[config.mk]
export PLATFORM = sky130hd
export DESIGN_NAME = adc_muestreo_flat
export DESIGN_NICKNAME = d
export VERILOG_FILES = /design/src/rtl/adc_muestreo_if.sv /design/src/rtl/adc_muestreo.sv /design/src/flat_wrapper.sv
export SDC_FILE = /design/constraint.sdc
export NUM_CORES = 1
export LEC_CHECK = 0
export ABC_AREA = 0
export BUFFER_PORTS_ARGS = -buffer_cell sky130_fd_sc_hd__buf_2
export CAP_MARGIN = 25
export CORE_UTILIZATION = 53
export CTS_BUF_LIST = sky130_fd_sc_hd__clkbuf_4
export DETAILED_ROUTE_END_ITERATION = 8
export PLACE_DENSITY = 0.77
export SYNTH_ARGS = -nofsm -noshare
export SYNTH_HDL_FRONTEND = slang
export SYNTH_SLANG_ARGS = --single-unit
[constraint.sdc]
create_clock -name clk -period 2.1 [get_ports clk]
set_input_delay 0.105 -clock clk [delete_from_list [all_inputs] [get_ports clk]]
set_output_delay 0.105 -clock clk [all_outputs]
set_load 0.05 [all_outputs]
[src/rtl/adc_muestreo_if.sv]
// adc_muestreo_if: SPI link to the serial ADC plus the sample/strobe outputs
// consumed by the filter bank. The master modport is the sampler side.
interface adc_muestreo_if #(
    parameter int cant_bits = 25
);
    logic                 miso;
    logic                 sclk;
    logic                 cs_n;
    logic [cant_bits-1:0] u;
    logic                 rx;
    logic                 overrun;

    modport master (
        input  miso,
        output sclk,
        output cs_n,
        output u,
        output rx,
        output overrun
    );

    modport slave (
        output miso,
        input  sclk,
        input  cs_n,
        input  u,
        input  rx,
        input  overrun
    );
endinterface

[src/rtl/adc_muestreo.sv]
// adc_muestreo: fixed-rate sampler for an ADCS7476-type serial ADC.
// Every muestra_ciclos clocks a 16-sclk frame is read MSB-first, the
// offset-binary code is converted to signed fixed point and presented on u
// with a one-cycle rx strobe.
// Optional build macro: ADC_OVERRUN_EN (sticky detection of ticks that land
// while a frame is still in flight); without it overrun is tied low.
module adc_muestreo #(
    parameter int cant_bits      = 25,
    parameter int frac_bits      = 15,
    parameter int adc_bits       = 12,
    parameter int muestra_ciclos = 2268,
    parameter int div_sclk       = 3
) (
    input  logic            clk,
    input  logic            rst,
    adc_muestreo_if.master  bus
);
    localparam int TW    = $clog2(muestra_ciclos);
    localparam int HW    = (div_sclk > 1) ? $clog2(div_sclk) : 1;
    localparam int SHIFT = frac_bits - adc_bits + 1;

    typedef enum logic [1:0] {
        IDLE = 2'd0,
        CONV = 2'd1,
        FMT  = 2'd2
    } state_t;

    state_t               state_r, state_s;
    logic [TW-1:0]        tick_cnt_r;
    logic                 tick_s;
    logic [HW-1:0]        half_cnt_r, half_cnt_s;
    logic [4:0]           hp_cnt_r, hp_cnt_s;
    logic                 sclk_r, sclk_s;
    logic                 cs_n_r, cs_n_s;
    // Only adc_bits wide: the four leading zeros of the frame shift out the top.
    logic [adc_bits-1:0]  shift_r, shift_s;
    logic [cant_bits-1:0] u_r, u_s;
    logic                 rx_r, rx_s;
    logic                 half_end_s;

    // Offset-binary code -> two's complement, sign-extended and scaled so
    // that ADC full scale lands on +/-1.0 in the output format.
    function automatic logic [cant_bits-1:0] to_fixed(input logic [adc_bits-1:0] code);
        logic [adc_bits-1:0]  s;
        logic [cant_bits-1:0] ext;
        s   = {~code[adc_bits-1], code[adc_bits-2:0]};
        ext = {{(cant_bits-adc_bits){s[adc_bits-1]}}, s};
        return ext << SHIFT;
    endfunction

    assign tick_s     = (tick_cnt_r == TW'(muestra_ciclos - 1));
    assign half_end_s = (half_cnt_r == HW'(div_sclk - 1));

    // Free-running sample-period counter; runs in every FSM state.
    always_ff @(posedge clk) begin
        if (rst) begin
            tick_cnt_r <= '0;
        end else if (tick_s) begin
            tick_cnt_r <= '0;
        end else begin
            tick_cnt_r <= tick_cnt_r + TW'(1);
        end
    end

    // Frame sequencer: next state plus next value of every registered output.
    always_comb begin
        state_s    = state_r;
        half_cnt_s = half_cnt_r;
        hp_cnt_s   = hp_cnt_r;
        sclk_s     = sclk_r;
        cs_n_s     = cs_n_r;
        shift_s    = shift_r;
        u_s        = u_r;
        rx_s       = 1'b0;
        case (state_r)
            IDLE: begin
                cs_n_s = 1'b1;
                sclk_s = 1'b1;
                if (tick_s) begin
                    state_s    = CONV;
                    cs_n_s     = 1'b0;
                    sclk_s     = 1'b0;   // first half-period is low
                    half_cnt_s = '0;
                    hp_cnt_s   = 5'd0;
                end else begin
                    state_s = IDLE;
                end
            end
            CONV: begin
                if (half_end_s) begin
                    half_cnt_s = '0;
                    if (hp_cnt_r == 5'd31) begin
                        // sclk is already back high after the 32nd half-period
                        state_s = FMT;
                        cs_n_s  = 1'b1;
                        sclk_s  = 1'b1;
                    end else begin
                        hp_cnt_s = hp_cnt_r + 5'd1;
                        sclk_s   = ~sclk_r;
                        if (!sclk_r) begin
                            // sclk is about to rise: capture the data bit
                            shift_s = {shift_r[adc_bits-2:0], bus.miso};
                        end else begin
                            shift_s = shift_r;
                        end
                    end
                end else begin
                    half_cnt_s = half_cnt_r + HW'(1);
                end
            end
            FMT: begin
                u_s     = to_fixed(shift_r);
                rx_s    = 1'b1;
                state_s = IDLE;
            end
            default: begin
                state_s = IDLE;
                cs_n_s  = 1'b1;
                sclk_s  = 1'b1;
            end
        endcase
    end

    // State and output registers; reset also aborts any frame in progress.
    always_ff @(posedge clk) begin
        if (rst) begin
            state_r    <= IDLE;
            half_cnt_r <= '0;
            hp_cnt_r   <= 5'd0;
            sclk_r     <= 1'b1;
            cs_n_r     <= 1'b1;
            shift_r    <= '0;
            u_r        <= '0;
            rx_r       <= 1'b0;
        end else begin
            state_r    <= state_s;
            half_cnt_r <= half_cnt_s;
            hp_cnt_r   <= hp_cnt_s;
            sclk_r     <= sclk_s;
            cs_n_r     <= cs_n_s;
            shift_r    <= shift_s;
            u_r        <= u_s;
            rx_r       <= rx_s;
        end
    end

`ifdef ADC_OVERRUN_EN
    logic overrun_r;

    // Sticky flag: a sample tick arrived while a frame was still busy.
    always_ff @(posedge clk) begin
        if (rst) begin
            overrun_r <= 1'b0;
        end else if (tick_s && (state_r != IDLE)) begin
            overrun_r <= 1'b1;
        end else begin
            overrun_r <= overrun_r;
        end
    end

    assign bus.overrun = overrun_r;
`else
    assign bus.overrun = 1'b0;
`endif

    assign bus.sclk = sclk_r;
    assign bus.cs_n = cs_n_r;
    assign bus.u    = u_r;
    assign bus.rx   = rx_r;
endmodule

[src/flat_wrapper.sv]
// flat-port wrapper written by rule: the top's interface ports become plain ports
module adc_muestreo_flat 
#(
    parameter int cant_bits      = 25,
    parameter int frac_bits      = 15,
    parameter int adc_bits       = 12,
    parameter int muestra_ciclos = 2268,
    parameter int div_sclk       = 3
)
  (clk, rst, bus_miso, bus_sclk, bus_cs_n, bus_u, bus_rx, bus_overrun);
  adc_muestreo_if #(.cant_bits(cant_bits)) bus_i ();
  input  logic clk;
  input  logic rst;
  input wire logic [$bits(bus_i.miso)-1:0] bus_miso;
  output wire logic [$bits(bus_i.sclk)-1:0] bus_sclk;
  output wire logic [$bits(bus_i.cs_n)-1:0] bus_cs_n;
  output wire logic [$bits(bus_i.u)-1:0] bus_u;
  output wire logic [$bits(bus_i.rx)-1:0] bus_rx;
  output wire logic [$bits(bus_i.overrun)-1:0] bus_overrun;
  assign bus_i.miso = bus_miso;
  assign bus_sclk = bus_i.sclk;
  assign bus_cs_n = bus_i.cs_n;
  assign bus_u = bus_i.u;
  assign bus_rx = bus_i.rx;
  assign bus_overrun = bus_i.overrun;
  adc_muestreo #(.cant_bits(cant_bits), .frac_bits(frac_bits), .adc_bits(adc_bits), .muestra_ciclos(muestra_ciclos), .div_sclk(div_sclk)) u_core (.clk(clk), .rst(rst), .bus(bus_i));
endmodule
==> results of run 1 <==
## registers in the layout, summed over array words and instances, names as in the netlist
signal	count
u_core.shift_r	12
u_core.bus.cs_n	1
u_core.bus.u	12
u_core.hp_cnt_r	5
u_core.half_cnt_r	2
u_core.state_r	2
u_core.bus.rx	1
u_core.tick_cnt_r	12
u_core.bus.sclk	1
## cells in the mapped netlist, types with 3 or more instances
cell type	n
o211ai_1	3
nor4_1	6
clkbuf_1	10
or3_1	4
nand3_1	5
nand2b_1	8
dfxtp_1	48
nor2b_1	4
buf_4	14
mux2i_1	11
a41o_1	4
or4_1	5
a21oi_1	19
o21ai_0	5
nor2_1	8
ha_1	4
o31ai_1	4
inv_1	3
nand4_1	3
nand2_1	40
## metal layers
layer,GRT usage,up-vias,share of wire
li1,-,869,-
met1,0.248,817,0.48
met2,0.326,39,0.46
met3,0.0469,7,0.041
met4,0.0951,0,0.016
met5,0,-,0
## power by group
group	switching (uW)	internal (uW)	leakage (uW)	total, uW
clock network	289	364	0.0000513	653
registers	3.97	915	0.000387	919
logic	43.6	12.7	0.000484	56.3
total	336	1290	0.000922	1630
## cell type report
cell class / instances / area, sq um
Sequential cell: 48 / 961
Timing Repair Buffer: 34 / 193
Fill cell: 339 / 1410
Tap cell: 48 / 60.1
Multi-Input combinational cell: 164 / 1020
Inverter: 3 / 11.3
Clock inverter: 2 / 60.1
Clock buffer: 5 / 37.5
## timing repair
action / CTS / global route
resized for setup: 0 / 1
hold endpoints to repair: 1 / 0
hold buffers: 1 / 0
setup endpoints to repair: 0 / 1
## cell families (layout without fill, tap and decap cells)
kind of cell | count (synthesis) | count (layout) | synth area share
and+or+nand+nor | 100 | 100 | 0.256
DFF | 48 | 48 | 0.452
AOI/OAI and AO/OA | 41 | 41 | 0.124
buffers and inverters | 30 | 44 | 0.0783
muxes | 11 | 11 | 0.0518
adders and majority gates | 4 | 4 | 0.0236
xor gates and xnor gates | 3 | 3 | 0.0124
other | 1 | 5 | 0.00177
## path summary, 6_finish.rpt
kind / startpoint / endpoint / slack (ns)
setup reg to reg: u_core.hp_cnt_r[0] / u_core.hp_cnt_r[3] / 0.13
setup / recovery: u_core.hp_cnt_r[0] / u_core.hp_cnt_r[3] / 0.13
hold / removal: rst / u_core.bus.u[4] / 0.07
hold reg to reg: u_core.bus.u[6] / u_core.bus.u[6] / 0.46
## through the flow
step	cell area (sq um)	total power [uW]
3_5_place_dp	2230	995
5_1_grt	2340	1680
2_1_floorplan	2140	991
3_3_place_gp	2230	994
4_1_cts	2330	1640
6_report	2340	1630
## worst reg2reg max path, stage by stage (launching register included)
cell	delay (ns)
dfxtp_1	0.36
ha_1	0.24
and3_1	0.21
ha_1	0.28
or4b_2	0.69
o211ai_1	0.12
==> reports/metrics.yaml, run 1 <==
status: "complete, no violations"
first_pass_iters: 4
drtAntennaViolNets: 0
wl_per_cell_um: 12.8
hold_path_depth: 2
critPathBufInv: 0
clkLatencyLatePin_ns: 0.36
relSlewSlack: 0.594
clock-skew-final_ns: 0.00738
layout_common_cells: "dfxtp_1 (48), nand2_1 (40), buf_2 (26), a21oi_1 (19), mux2i_1 (11)"
grtUsageTotal: 0.200
initial_utilization: 0.568
finalCritPeriodShare: 0.936
die_w_um: 65.3
whs_ns: 0.0717
antenna-diode-count: 0
worst_slew_pin_slew_ns: 0.609
syn_area_per_cell_sq_um: 8.93
crit_path_end_kind: "register"
critical_path.slowest_cell: "or4b_2"
pre_cts_ws_ns: 0.0870
r2r_cells: 5
layout-drive-gt1-share: 0.184
die_h_um: 65.3
mostFrequentLayoutCell: "dfxtp_1"
h-tree-depth: 2
synth_enable_flop_cells: 0
cts-root-buf: "clkbuf_4"
synth_area_sq_um: 2120
synthDistinctLibCells: 45
ctsLongestPathBuffers: 2
grt_pass1_wl_um: 6640
cts-buffers-inserted: 5
hold_viol: 0
yosysSeqAreaShare: 0.452
ys_seq_elements: 48
setup-tns-final_ns: 0
crit_type: "register to register"
grt_pass1_vias: 1550
critical_path_arrival_ns: 2.25
fin_ws_ns: 0.134
cts_tree: "built"
finalSetupViolCount: 0
cts.sinks: 48
synth_top_area_cell: "dfxtp_1"
die_area_sq_um: 4270
cpMostUsedCell: "ha_1"
startpoint_type: "register"
synth_top_area_share: 0.452
drt-initial-drc-count: 114
final_core_util: 0.625
critPathMaxStageDelay_ns: 0.69
grt_remaining_overflow: 0
dp_cells: 296
gp_congestion: 0.821
stdcell_count: 304
io_pins: 32
nets: 263
cp_cell_sequence: "ha_1 > and3_1 > ha_1 > or4b_2 > o211ai_1"
cp_top_family: "simple AND/OR/NAND/NOR gates"
synth_area_leaders: "dfxtp_1 (45%), nand2_1 (7.1%), mux2i_1 (5.2%)"
syn-instance-count: 238
vias_per_cell: 5.70
ir_drop_v: 0.000430
slew_viol_final: 0
cp_max_fo: 7
hold_class: "input pin to register"
p_leak_uw: 0.000922
clk_pin_slew_ns: 0.14
via_count: 1732
rows: 22
dp_hpwl_um: 2670
power_density_nw_per_um2: 697
yosys_most_used_dff: "dfxtp_1"
core_area_sq_um: 3740
cp.required_ns: 2.38
drc: 0
rsz0062_at_grt: "no"
synthArstFlopShare: 0
area_growth_syn_to_layout_pct: 10.1
path_depth: 5
wirelength_um: 3900
clock.fmax_ghz: 0.509
grt_max_degree: 22
antenna_found_initial: 0
cts_setup_buffers: 0
fin_crit_ns: 1.97
io_buffers: 26
yosysWarnings: 0
max_cap_viol_count: 0
No activity file was read; power rests on OpenSTA's default activity.
==> inputs of run 2 (changes only) <==
Settings changed: CORE_MARGIN from default to 8.
==> run 2 against run 1 <==
  * Combinational power rose by 4.6%
  * First-iteration DRC count decreased by 47%
  * Flip-flop and latch count did not move
  * Global-route usage down 6.7 points
  * Final cell count rose by 2.3%
  * Clock skew is 0.017 ns higher
  * Clock power is 34% lower
  * Maximum frequency is 0.15% higher
  * Wire length rose by 3.9%
  * Critical path type unchanged
  * Critical endpoint is now u_core.hp_cnt_r[4]
  * Largest cell class unchanged
  * Highest routed layer unchanged
==> reports/metrics.yaml, run 2 (same netlist as run 1, synthesis figures left out) <==
status: "complete, no violations"
gp_congestion: 0.791
critical_path_arrival_ns: 2.24
wirelength_um: 4060
crit_path_end_kind: "register"
hold_viol: 0
setup-tns-final_ns: 0
p_leak_uw: 0.000920
via_count: 1714
startpoint_type: "register"
mostFrequentLayoutCell: "dfxtp_1"
drtAntennaViolNets: 0
clock-skew-final_ns: 0.0240
grt_pass1_wl_um: 6960
grt_max_degree: 27
vias_per_cell: 5.51
relSlewSlack: 0.636
cts.sinks: 48
nets: 267
dp_hpwl_um: 2890
cp_cell_sequence: "or4b_4 > or4_1 > buf_4 > a41o_1"
whs_ns: 0.179
die_area_sq_um: 6290
clkLatencyLatePin_ns: 0.37
hold_class: "input pin to register"
initial_utilization: 0.539
core_area_sq_um: 3940
finalCritPeriodShare: 0.935
worst_slew_pin_slew_ns: 0.546
h-tree-depth: 2
area_growth_syn_to_layout_pct: 9.60
critical_path.slowest_cell: "or4b_4"
power_density_nw_per_um2: 606
io_pins: 32
antenna_found_initial: 0
grtUsageTotal: 0.133
clk_pin_slew_ns: 0.15
drt-initial-drc-count: 60
first_pass_iters: 4
cp_top_family: "simple AND/OR/NAND/NOR gates"
crit_type: "register to register"
placed_area_sq_um: 2260
critPathBufInv: 1
clock.fmax_ghz: 0.509
grt_pass1_vias: 1545
finalSetupViolCount: 0
rows: 23
final_area_sq_um: 2330
rsz0062_at_grt: "no"
wl_per_cell_um: 13.0
io_buffers: 26
ctsLongestPathBuffers: 2
antenna-diode-count: 0
drc: 0
cts_tree: "built"
ir_drop_v: 0.000366
cts-buffers-inserted: 5
layout-drive-gt1-share: 0.195
layout_common_cells: "dfxtp_1 (48), nand2_1 (40), buf_2 (26), a21oi_1 (19)"
fin_crit_ns: 1.96
cp.required_ns: 2.37
die_w_um: 79.3
grt_remaining_overflow: 0
slew_viol_final: 0
cp_max_fo: 6
die_h_um: 79.3
critPathMaxStageDelay_ns: 0.55
finalPower_uw: 1410
max_cap_viol_count: 0
cts-root-buf: "clkbuf_4"
## run 2: cell types whose count changed in the layout (fill, tap and decap cells not counted), sizes merged
cell      delta
clkinv       +1
inv          +1
clkinvlp     +1
buf          +4
bufinv       -2
## run 2: final timing paths
check / from / endpoint / slack, ns / depth (start not counted)
max: u_core.tick_cnt_r[9] / u_core.hp_cnt_r[4] / 0.14 / 4
min reg2reg: u_core.tick_cnt_r[0] / u_core.tick_cnt_r[0] / 0.45 / 1
max reg2reg: u_core.tick_cnt_r[9] / u_core.hp_cnt_r[4] / 0.14 / 4
min: rst / u_core.bus.u[12] / 0.18 / 3
## run 2: metal layers
metal / routed length [um] / GRT usage / part of all wire / vias to the layer above
met5: 0 / 0 / 0 / -
met4: 34 / 0.0389 / 0.0084 / 0
met3: 292 / 0.0485 / 0.072 / 4
met2: 1860 / 0.215 / 0.46 / 43
met1: 1870 / 0.161 / 0.46 / 794
li1: - / - / - / 873
## run 2: worst register-to-register path, stage by stage (launching register included)
cell,delay (ns)
dfxtp_1,0.37
or4b_4,0.55
or4_1,0.55
buf_4,0.18
a41o_1,0.23
## run 2: per-stage QoR
step | util | setup slack, ns | cells
after floorplan | - | 0.107 | 242
after global placement | 0.573 | 0.179 | 302
after detailed placement | 0.573 | 0.156 | 302
after CTS | 0.591 | 0.139 | 311
after global routing | 0.591 | 0.0691 | 311
final | 0.591 | 0.137 | 311
## run 2: power by group
group / internal [uW] / total (uW) / switching (uW)
Clock: 133 / 432 / 299
Sequential: 916 / 919 / 3.71
Combinational: 14.9 / 58.9 / 44.0
## run 2: cell type report
cell class	instances	area [sq um]
Timing Repair Buffer	38	223
Fill cell	365	1610
Tap cell	50	62.6
Inverter	3	11.3
Sequential cell	48	961
Multi-Input combinational cell	164	1010
Clock buffer	5	37.5
Clock inverter	3	21.3
## run 2: what timing repair did
item                                   4_1_cts  5_1_grt
buffers inserted                             0        0
endpoints found under the hold margin        1        0
hold buffers                                 1        0
resized for setup                            0        0
==> inputs of run 3 (changes only) <==
--- a/config.mk
+++ b/config.mk
@@ -12,5 +12,7 @@
 export CORE_UTILIZATION = 53
 export CTS_BUF_LIST = sky130_fd_sc_hd__clkbuf_4
+export CTS_CLUSTER_DIAMETER = 40
 export DETAILED_ROUTE_END_ITERATION = 8
+export GPL_TIMING_DRIVEN = 1
 export PLACE_DENSITY = 0.77
 export SYNTH_ARGS = -nofsm -noshare
==> constraint.sdc (replaced) <==
create_clock -name clk -period 2.1 [get_ports clk]
set_input_delay 0.21 -clock clk [delete_from_list [all_inputs] [get_ports clk]]
set_output_delay 0.21 -clock clk [all_outputs]
set_load 0.05 [all_outputs]
==> run 3 against run 2 <==
  * Clock power is 3% lower
  * First-iteration DRC count shrank 5.0%
  * Final cell count fell by 0.96%
  * Sequential power about the same
==> reports/metrics.yaml, run 3 (same netlist as run 1, synthesis figures left out) <==
layout-drive-gt1-share: 0.186
setup-tns-final_ns: 0
clock-skew-final_ns: 0.0132
vias_per_cell: 5.46
power_density_nw_per_um2: 605
critPathMaxStageDelay_ns: 0.66
drtAntennaViolNets: 0
grtUsageTotal: 0.133
cts-resized-gates: 0
clkLatencyLatePin_ns: 0.36
cp.required_ns: 2.37
final_core_util: 0.584
wl_per_cell_um: 13.3
die_area_sq_um: 6290
io_pins: 32
finalSetupViolCount: 0
area_growth_syn_to_layout_pct: 8.30
cts.sinks: 48
drt-initial-drc-count: 57
drc: 0
rsz0062_at_grt: "no"
fin_crit_ns: 2.03
critPathBufInv: 0
core_area_sq_um: 3940
h-tree-depth: 2
seq_area_sq_um: 961
ir_drop_v: 0.000453
crit_type: "register to register"
grt_pass1_vias: 1556
clk_pin_slew_ns: 0.14
cts_setup_buffers: 0
via_count: 1681
first_pass_iters: 4
die_h_um: 79.3
critical_path_arrival_ns: 2.30
cp_cell_sequence: "or4b_4 > or4_1 > a221o_1"
fillCellCount: 369
cts-root-buf: "clkbuf_4"
multi_input_area_sq_um: 1010
mostFrequentLayoutCell: "dfxtp_1"
grt_pass1_wl_um: 6840
clock.fmax_ghz: 0.492
worst_slew_pin_slew_ns: 0.550
cp_top_family: "simple AND/OR/NAND/NOR gates"
antenna_found_initial: 0
finalPower_uw: 1390
wirelength_um: 4100
hold_class: "input pin to register"
nets: 264
relSlewSlack: 0.634
dp_hpwl_um: 3000
ctsLongestPathBuffers: 2
slew_viol_final: 0
antenna-diode-count: 0
max_cap_viol_count: 0
startpoint_type: "register"
grt_remaining_overflow: 0
finalCritPeriodShare: 0.968
die_w_um: 79.3
layout_common_cells: "dfxtp_1 (48), nand2_1 (40), buf_2 (26), a21oi_1 (19), mux2i_1 (11)"
cts-buffers-inserted: 5
p_leak_uw: 0.000901
grt_max_degree: 28
hold_viol: 0
initial_utilization: 0.539
cp_max_fo: 7
cts_tree: "built"
crit_path_end_kind: "register"
io_buffers: 26
gp_congestion: 0.799
hold_buffers: 0
critical_path.slowest_cell: "or4_1"
rows: 23
status: "complete, no violations"
==> run 3: cell count changes in the layout (fill, tap and decap cells not counted), sizes merged <==
cell,previous run,this run
buf,37,35
clkinvlp,1,2
dlygate4sd3,1,0
inv,4,3
==> run 3: layout make-up <==
cell class | instances | area share
clock buffer | 5 | 0.0163
clock inverter | 3 | 0.00816
inverter | 3 | 0.00489
multi-input combinational | 164 | 0.440
sequential | 48 | 0.418
tap | 50 | 0.0272
timing repair buffer | 35 | 0.0859
==> run 3: worst paths after layout <==
path                                      startpoint                 to  slack (ns)  cells after the start
worst min-delay path                        bus_miso  u_core.shift_r[0]        0.09                      3
worst max register to register  u_core.tick_cnt_r[9]    u_core.bus.sclk        0.07                      3
worst min register to register       u_core.bus.u[9]    u_core.bus.u[9]        0.46                      2
worst max-delay path            u_core.tick_cnt_r[9]    u_core.bus.sclk        0.07                      3
==> run 3: worst min-delay path, stage by stage <==
cell     delay, ns
buf_2         0.10
nand2_1       0.05
mux2i_1       0.06
==> run 3: power breakdown <==
group	switching (uW)	internal, uW	total (uW)
Sequential	3.65	916	919
Clock	291	126	418
Combinational	43.1	11.7	54.8
==> run 3: through the flow <==
| stage | cells | setup slack [ns] | cell area [sq um] | hold WS [ns] |
|---|---|---|---|---|
| global route | 308 | 0.0144 | 2300 | 0.0978 |
| floorplan | 242 | 0.107 | 2140 | 0.352 |
| detailed placement | 300 | 0.0785 | 2240 | 0.438 |
| finish | 308 | 0.0666 | 2300 | 0.0888 |
| CTS | 308 | 0.0586 | 2300 | 0.0814 |
| global placement | 300 | 0.0804 | 2240 | 0.433 |
==> run 3: metal layers <==
layer	vias up	wire, um	GRT usage
met5	-	0	0
met4	0	62	0.0574
met3	7	252	0.0429
met2	32	1910	0.218
met1	776	1870	0.154
li1	866	-	-
